`config.mk`:
```
export PLATFORM = sky130hd
export DESIGN_NAME = lsu_mem_master_flat
export DESIGN_NICKNAME = d
export VERILOG_FILES = /design/src/rtl/lsu_mem_master_if.sv /design/src/rtl/lsu_mem_master.sv /design/src/flat_wrapper.sv
export SDC_FILE = /design/constraint.sdc
export NUM_CORES = 1
export LEC_CHECK = 0
export BUFFER_PORTS_ARGS = -buffer_cell sky130_fd_sc_hd__clkbuf_2
export CAP_MARGIN = 15
export CORE_MARGIN = 5
export CORE_UTILIZATION = 48
export DETAILED_ROUTE_END_ITERATION = 12
export PLACE_DENSITY = 0.83
export SETUP_SLACK_MARGIN = 0.05
export SYNTH_ARGS = -nofsm -noshare
export SYNTH_HDL_FRONTEND = slang
export SYNTH_SLANG_ARGS = --single-unit
```
`constraint.sdc`:
```
create_clock -name clk -period 2.13 [get_ports clk]
set_input_delay 0.213 -clock clk [delete_from_list [all_inputs] [get_ports clk]]
set_output_delay 0.213 -clock clk [all_outputs]
set_load 0.03 [all_outputs]
```
`src/rtl/lsu_mem_master_if.sv`:
```
// Signal bundle between the datapath, lsu_mem_master and the data memory.
// master: the load/store unit side; slave: the requester/memory environment side.
interface lsu_mem_master_if #(
    parameter int unsigned DATA_WIDTH = 32,
    parameter int unsigned ADDR_WIDTH = 10
);
    logic                  req_valid;
    logic                  req_ready;
    logic                  req_wr;
    logic [1:0]            req_size;
    logic                  req_signed;
    logic [31:0]           req_addr;
    logic [31:0]           req_wdata;
    logic                  rsp_valid;
    logic [31:0]           rsp_rdata;
    logic                  rsp_err;
    logic                  mem_cs;
    logic                  mem_wr_rd;
    logic [ADDR_WIDTH-1:0] mem_addr;
    logic [DATA_WIDTH-1:0] mem_din;
    logic [DATA_WIDTH-1:0] mem_dout;

    modport master (
        input  req_valid, req_wr, req_size, req_signed, req_addr, req_wdata, mem_dout,
        output req_ready, rsp_valid, rsp_rdata, rsp_err, mem_cs, mem_wr_rd, mem_addr, mem_din
    );

    modport slave (
        output req_valid, req_wr, req_size, req_signed, req_addr, req_wdata, mem_dout,
        input  req_ready, rsp_valid, rsp_rdata, rsp_err, mem_cs, mem_wr_rd, mem_addr, mem_din
    );
endinterface

```
`src/rtl/lsu_mem_master.sv`:
```
// Load/store initiator for the word-addressed synchronous-read data memory.
// Define LSU_ALIGN_CHECK_EN to trap misaligned half/word requests with rsp_err.
module lsu_mem_master #(
    parameter int unsigned DATA_WIDTH = 32,
    parameter int unsigned ADDR_WIDTH = 10,
    parameter int unsigned RD_LATENCY = 1
) (
    input logic              clk,
    input logic              rst_n,
    lsu_mem_master_if.master bus
);
    typedef enum logic [2:0] {
        StIdle,
        StRd,
        StWait,
        StMerge,
        StWr,
`ifdef LSU_ALIGN_CHECK_EN
        StErr,
`endif
        StResp
    } stateT;

    stateT                 stateQ, stateD;
    logic [2:0]            cntQ;
    logic                  wrQ;
    logic                  signedQ;
    logic [1:0]            sizeQ;
    logic [1:0]            offQ;
    logic [ADDR_WIDTH-1:0] wordAddrQ;
    logic [DATA_WIDTH-1:0] wdataQ;
    logic [DATA_WIDTH-1:0] holdQ;
    logic [DATA_WIDTH-1:0] rdataQ;
    logic [DATA_WIDTH-1:0] loadData;
    logic [DATA_WIDTH-1:0] mergedWord;
    logic [7:0]            byteSel;
    logic [15:0]           halfSel;
    logic [1:0]            reqOff;
    logic                  reqHalf;
    logic                  reqWord;
    logic                  accept;
    logic                  lastWait;
    logic                  unusedAddr;

    assign reqHalf  = (bus.req_size == 2'b01);
    assign reqWord  = bus.req_size[1];
    // Low address bits that would misalign a half/word access are dropped here.
    assign reqOff   = reqWord ? 2'b00 :
                      reqHalf ? {bus.req_addr[1], 1'b0} : bus.req_addr[1:0];
    assign accept   = bus.req_valid && (stateQ == StIdle);
    assign lastWait = (stateQ == StWait) && (cntQ == 3'd0);
    assign unusedAddr = ^bus.req_addr[31:ADDR_WIDTH+2];

`ifdef LSU_ALIGN_CHECK_EN
    logic misaligned;
    logic errQ;
    assign misaligned = (reqHalf && bus.req_addr[0]) || (reqWord && (bus.req_addr[1:0] != 2'b00));
`endif

    always_ff @(posedge clk or negedge rst_n) begin
        if (!rst_n) begin
            stateQ <= StIdle;
        end else begin
            stateQ <= stateD;
        end
    end

    always_comb begin
        stateD = stateQ;
        unique case (stateQ)
            StIdle: begin
                if (bus.req_valid) begin
`ifdef LSU_ALIGN_CHECK_EN
                    if (misaligned) stateD = StErr;
                    else
`endif
                    if (bus.req_wr && reqWord) stateD = StWr;
                    else                       stateD = StRd;
                end
            end
            StRd:    stateD = StWait;
            StWait:  if (lastWait) stateD = wrQ ? StMerge : StResp;
            StMerge: stateD = StWr;
            StWr:    stateD = StResp;
`ifdef LSU_ALIGN_CHECK_EN
            StErr:   stateD = StResp;
`endif
            StResp:  stateD = StIdle;
            default: stateD = StIdle;
        endcase
    end

    // Counts the remaining read-latency cycles spent in StWait.
    always_ff @(posedge clk or negedge rst_n) begin
        if (!rst_n) begin
            cntQ <= 3'd0;
        end else if (stateQ == StRd) begin
            cntQ <= 3'(RD_LATENCY - 1);
        end else if ((stateQ == StWait) && (cntQ != 3'd0)) begin
            cntQ <= cntQ - 3'd1;
        end
    end

    always_comb begin
        byteSel = bus.mem_dout[7:0];
        case (offQ)
            2'd1:    byteSel = bus.mem_dout[15:8];
            2'd2:    byteSel = bus.mem_dout[23:16];
            2'd3:    byteSel = bus.mem_dout[31:24];
            default: byteSel = bus.mem_dout[7:0];
        endcase
        halfSel = offQ[1] ? bus.mem_dout[31:16] : bus.mem_dout[15:0];
        if (sizeQ == 2'b00) begin
            loadData = {{24{signedQ & byteSel[7]}}, byteSel};
        end else if (sizeQ == 2'b01) begin
            loadData = {{16{signedQ & halfSel[15]}}, halfSel};
        end else begin
            loadData = bus.mem_dout;
        end
    end

    always_comb begin
        mergedWord = holdQ;
        if (sizeQ == 2'b00) begin
            case (offQ)
                2'd1:    mergedWord[15:8]  = wdataQ[7:0];
                2'd2:    mergedWord[23:16] = wdataQ[7:0];
                2'd3:    mergedWord[31:24] = wdataQ[7:0];
                default: mergedWord[7:0]   = wdataQ[7:0];
            endcase
        end else if (offQ[1]) begin
            mergedWord[31:16] = wdataQ[15:0];
        end else begin
            mergedWord[15:0] = wdataQ[15:0];
        end
    end

    // holdQ carries the word to be written: req_wdata for word stores, merged RMW data otherwise.
    always_ff @(posedge clk or negedge rst_n) begin
        if (!rst_n) begin
            wrQ       <= 1'b0;
            signedQ   <= 1'b0;
            sizeQ     <= 2'b00;
            offQ      <= 2'b00;
            wordAddrQ <= '0;
            wdataQ    <= '0;
            holdQ     <= '0;
            rdataQ    <= '0;
`ifdef LSU_ALIGN_CHECK_EN
            errQ      <= 1'b0;
`endif
        end else begin
            if (accept) begin
                wrQ       <= bus.req_wr;
                signedQ   <= bus.req_signed;
                sizeQ     <= bus.req_size;
                offQ      <= reqOff;
                wordAddrQ <= bus.req_addr[ADDR_WIDTH+1:2];
                wdataQ    <= bus.req_wdata;
                holdQ     <= bus.req_wdata;
                rdataQ    <= '0;
`ifdef LSU_ALIGN_CHECK_EN
                errQ      <= misaligned;
`endif
            end
            if (lastWait) begin
                holdQ <= bus.mem_dout;
                if (!wrQ) rdataQ <= loadData;
            end
            if (stateQ == StMerge) holdQ <= mergedWord;
        end
    end

    assign bus.req_ready = (stateQ == StIdle) && rst_n;
    assign bus.mem_cs    = (stateQ == StRd) || (stateQ == StWr);
    assign bus.mem_wr_rd = (stateQ != StWr);
    assign bus.mem_addr  = bus.mem_cs ? wordAddrQ : '0;
    assign bus.mem_din   = (stateQ == StWr) ? holdQ : '0;
    assign bus.rsp_valid = (stateQ == StResp);
    assign bus.rsp_rdata = bus.rsp_valid ? rdataQ : '0;
`ifdef LSU_ALIGN_CHECK_EN
    assign bus.rsp_err   = bus.rsp_valid && errQ;
`else
    assign bus.rsp_err   = 1'b0;
`endif

endmodule

```
`src/flat_wrapper.sv`:
```
// flat-port wrapper written by rule: the top's interface ports become plain ports
module lsu_mem_master_flat 
#(
    parameter int unsigned DATA_WIDTH = 32,
    parameter int unsigned ADDR_WIDTH = 10,
    parameter int unsigned RD_LATENCY = 1
)
  (clk, rst_n, bus_req_valid, bus_req_wr, bus_req_size, bus_req_signed, bus_req_addr, bus_req_wdata, bus_mem_dout, bus_req_ready, bus_rsp_valid, bus_rsp_rdata, bus_rsp_err, bus_mem_cs, bus_mem_wr_rd, bus_mem_addr, bus_mem_din);
  lsu_mem_master_if #(.DATA_WIDTH(DATA_WIDTH), .ADDR_WIDTH(ADDR_WIDTH)) bus_i ();
  input logic clk;
  input logic rst_n;
  input wire logic [$bits(bus_i.req_valid)-1:0] bus_req_valid;
  input wire logic [$bits(bus_i.req_wr)-1:0] bus_req_wr;
  input wire logic [$bits(bus_i.req_size)-1:0] bus_req_size;
  input wire logic [$bits(bus_i.req_signed)-1:0] bus_req_signed;
  input wire logic [$bits(bus_i.req_addr)-1:0] bus_req_addr;
  input wire logic [$bits(bus_i.req_wdata)-1:0] bus_req_wdata;
  input wire logic [$bits(bus_i.mem_dout)-1:0] bus_mem_dout;
  output wire logic [$bits(bus_i.req_ready)-1:0] bus_req_ready;
  output wire logic [$bits(bus_i.rsp_valid)-1:0] bus_rsp_valid;
  output wire logic [$bits(bus_i.rsp_rdata)-1:0] bus_rsp_rdata;
  output wire logic [$bits(bus_i.rsp_err)-1:0] bus_rsp_err;
  output wire logic [$bits(bus_i.mem_cs)-1:0] bus_mem_cs;
  output wire logic [$bits(bus_i.mem_wr_rd)-1:0] bus_mem_wr_rd;
  output wire logic [$bits(bus_i.mem_addr)-1:0] bus_mem_addr;
  output wire logic [$bits(bus_i.mem_din)-1:0] bus_mem_din;
  assign bus_i.req_valid = bus_req_valid;
  assign bus_i.req_wr = bus_req_wr;
  assign bus_i.req_size = bus_req_size;
  assign bus_i.req_signed = bus_req_signed;
  assign bus_i.req_addr = bus_req_addr;
  assign bus_i.req_wdata = bus_req_wdata;
  assign bus_i.mem_dout = bus_mem_dout;
  assign bus_req_ready = bus_i.req_ready;
  assign bus_rsp_valid = bus_i.rsp_valid;
  assign bus_rsp_rdata = bus_i.rsp_rdata;
  assign bus_rsp_err = bus_i.rsp_err;
  assign bus_mem_cs = bus_i.mem_cs;
  assign bus_mem_wr_rd = bus_i.mem_wr_rd;
  assign bus_mem_addr = bus_i.mem_addr;
  assign bus_mem_din = bus_i.mem_din;
  lsu_mem_master #(.DATA_WIDTH(DATA_WIDTH), .ADDR_WIDTH(ADDR_WIDTH), .RD_LATENCY(RD_LATENCY)) u_core (.clk(clk), .rst_n(rst_n), .bus(bus_i));
endmodule
```
==> metrics.cfg <==
[outcome]
status = finished with violations
violations = negative hold slack

[placed_design]
dp_hpwl_um = 13100
io_buffers = 160
gp_congestion = 0.902

[detailed_routing]
vias_per_cell = 5.84
drtIter0Drc = 583
highest_layer = met4
ant_nets = 0
via_count = 5238
wl_um = 17500
route.detailed.drc = 0
wl_met3_um = 1810
drt-wirelength-per-cell_um = 19.5
wl_met2_um = 8030
wl_met1_um = 7130
dr.pass1.iters = 5

[synth]
synth_top_family_by_area = compound AO/OA/AOI/OAI gates
ys_types = 48
synth_top_area_share_pct = 44.1
yosysTopAreaCell = dfrtp_1
netlist_instances = 589
netlist_area_um2 = 5790
synth_fa_ha_area_share_pct = 0.432
synth_most_common_cell = dfrtp_1
synth_flop_cell = dfrtp_1
yosys-top-cells-area = dfrtp_1 44%, a21oi_1 7.6%, mux2_2 6.6%
ys_top_cells_by_count = 102 x dfrtp_1, 88 x a21oi_1, 43 x and2_1
synthMuxAreaShare_pct = 16.5
synthSimpleGateAreaFrac_pct = 14.9
synth_compound_area_share_pct = 17.4
syn_avg_cell_area_um2 = 9.84
synth_edf_count = 0
yosysWarnings = 0
synth_nets = 694
synthArstFlopShare_pct = 100
ys_seq_area_share_pct = 44.1
synth-xor-area-share_pct = 0.151
synth-seq-cells = 102

[global_route]
antenna_found_initial = 0
grt_pass1_wl_um = 27700
grt_overflow = 0
grt_max_degree = 103
grt_use_total_pct = 24.6
grt_pass1_vias = 5204

[clock_tree]
cts_resized = 1
numCtsBuffers = 9
cts-root-buf = clkbuf_16
htreeDepth = 3
cts.path.max_buffers = 2
cts_tree = yes
path_clk_slew_ps = 70
cts_sinks = 102
cts_hold_buffers = 0
worstSkewPairLatency_ps = 350
cts_setup_buffers = 0

[sta]
hold_viol_final = 22
rsz0062_at_grt = false
clock.fmax_mhz = 510
skew_ps = 12.1
slew_headroom_pct = 60.8
setup-tns-final_ps = 0
setup_viol = 0
tightest_slew_ps = 581
slew_violations = 0
fin_crit_ps = 1960
period_share_pct = 92.1
whs_ps = -33.4

[worst_setup_path]
critPathSlowestCell = dfrtp_2
reg2reg_slack_ps = 190
critical_path.startpoint_type = register
end_kind = output pin
crit_start = u_core.stateQ[0]
path_cells = inv_2 > and3_1 > inv_1 > buf_12 > nor2_1 > clkbuf_2
crit_required_ps = 1920
r2r_start = u_core.cntQ[0]
cpPeakStageDelay_ps = 500
critical_path.max_fanout = 30
crit_arrival_ps = 1750
path_class = register to output pin
rr_endpoint = u_core.holdQ[28]
rr_worst_depth = 7

[floorplan]
fp.dieH_um = 120
die_area_um2 = 14400
coreArea_um2 = 11900
rows = 40
io_pins = 182
dieWidth_um = 120
start_util_pct = 48.6

[layout]
fillers = 1039
final_net_count = 851
n_antenna_cell = 0
drive_above_1_share_pct = 37.5
syn_to_final_growth_pct = 23.3

[power]
p_leak_nw = 3.48
peakVddDrop_mv = 0.755
power.density_nw_per_um2 = 1440
power_mw = 10.3

[worst_hold_path]
hold_class = input port to asynchronous set/reset pin

[run]
maxCapViolations = 0

[state kept, by name, summed over array words and instances (netlist names)]
name              count
u_core.cntQ           3
u_core.signedQ        1
u_core.wdataQ        16
u_core.wordAddrQ     10
u_core.wrQ            1
u_core.holdQ         32
u_core.stateQ         3
u_core.offQ           2
u_core.rdataQ        32
u_core.sizeQ          2
[power by group]
part	internal, mW	switching [mW]	leakage (nW)
registers	2.82	0.485	1.25
logic	2.13	3.19	2.08
clock network	0.970	0.720	0.149
total	5.92	4.39	3.48
[how the worst max path moves through the flow]
stage / to / slack (ps) / cells past startpoint
final: bus_mem_din[31] / 170 / 6
after global routing: bus_mem_din[31] / 50 / 6
after CTS: u_core.holdQ[29] / 120 / 7
after detailed placement: u_core.holdQ[28] / 140 / 7
after global placement: u_core.holdQ[28] / 180 / 7
after floorplan: bus_rsp_rdata[22] / 220 / 4
[metrics by stage]
stage	worst slack (ps)	utilization (%)	hold WS, ps	cells	area, um^2
2_1_floorplan	225	-	-82.6	589	5790
3_3_place_gp	183	57.3	387	882	6830
3_5_place_dp	142	57.3	388	882	6830
4_1_cts	119	59.9	20.8	897	7130
5_1_grt	45.6	60.0	15.9	897	7140
6_report	168	60.0	-33.4	897	7140
[routing by layer]
metal | global-route usage (%) | vias up
met5 | 0 | -
met4 | 10.1 | 0
met3 | 6.79 | 39
met2 | 38.0 | 285
met1 | 32.8 | 2530
li1 | - | 2384
[cell type report]
type | count | area, um^2 | area share, %
inverters | 40 | 150 | 2.10
flip-flops and latches | 102 | 2550 | 35.8
repair buffers | 191 | 1080 | 15.1
multi-input cells | 402 | 2880 | 40.3
well taps | 147 | 184 | 2.57
clock buffers | 12 | 256 | 3.59
clock inverters | 3 | 43.8 | 0.613
[worst max-delay path, delay by kind of cell, from the launching register on]
kind / cells / cell delay, ps
buffers and inverters: 4 / 620
DFF: 1 / 500
and+or+nand+nor: 2 / 290
[cells by family after synthesis]
group                    Yosys count
AO/OA/AOI/OAI                    156
buffers and inverters             85
other                              1
flip-flops                       102
adder cells (fa/ha/maj)            2
XOR/XNOR                           1
multiplexers                      82
AND/OR/NAND/NOR                  160
[placed cells by master (no fill, tap or decap), drive strengths merged]
master and count:
a21o 1, a22o 2, dfrtp 102, and3 4
nor2 40, bufinv 1, mux2i 37, xnor2 1
buf 34, o221ai 16, o21ai 13, mux2 38
and3b 1, a211oi 7, conb 1, clkinv 2
and2 43, nand3 2, or2 10, nor3 10
o22ai 1, or3 1, o32ai 1, clkbuf 169
a21oi 93, inv 40, nand2b 3, o22a 1
nand2 33, mux4 7, a221oi 16, or3b 9
a31oi 3, o311ai 1, nor3b 1, a32oi 1
nand3b 3, ha 2
Power figures use the tool's default switching activity.
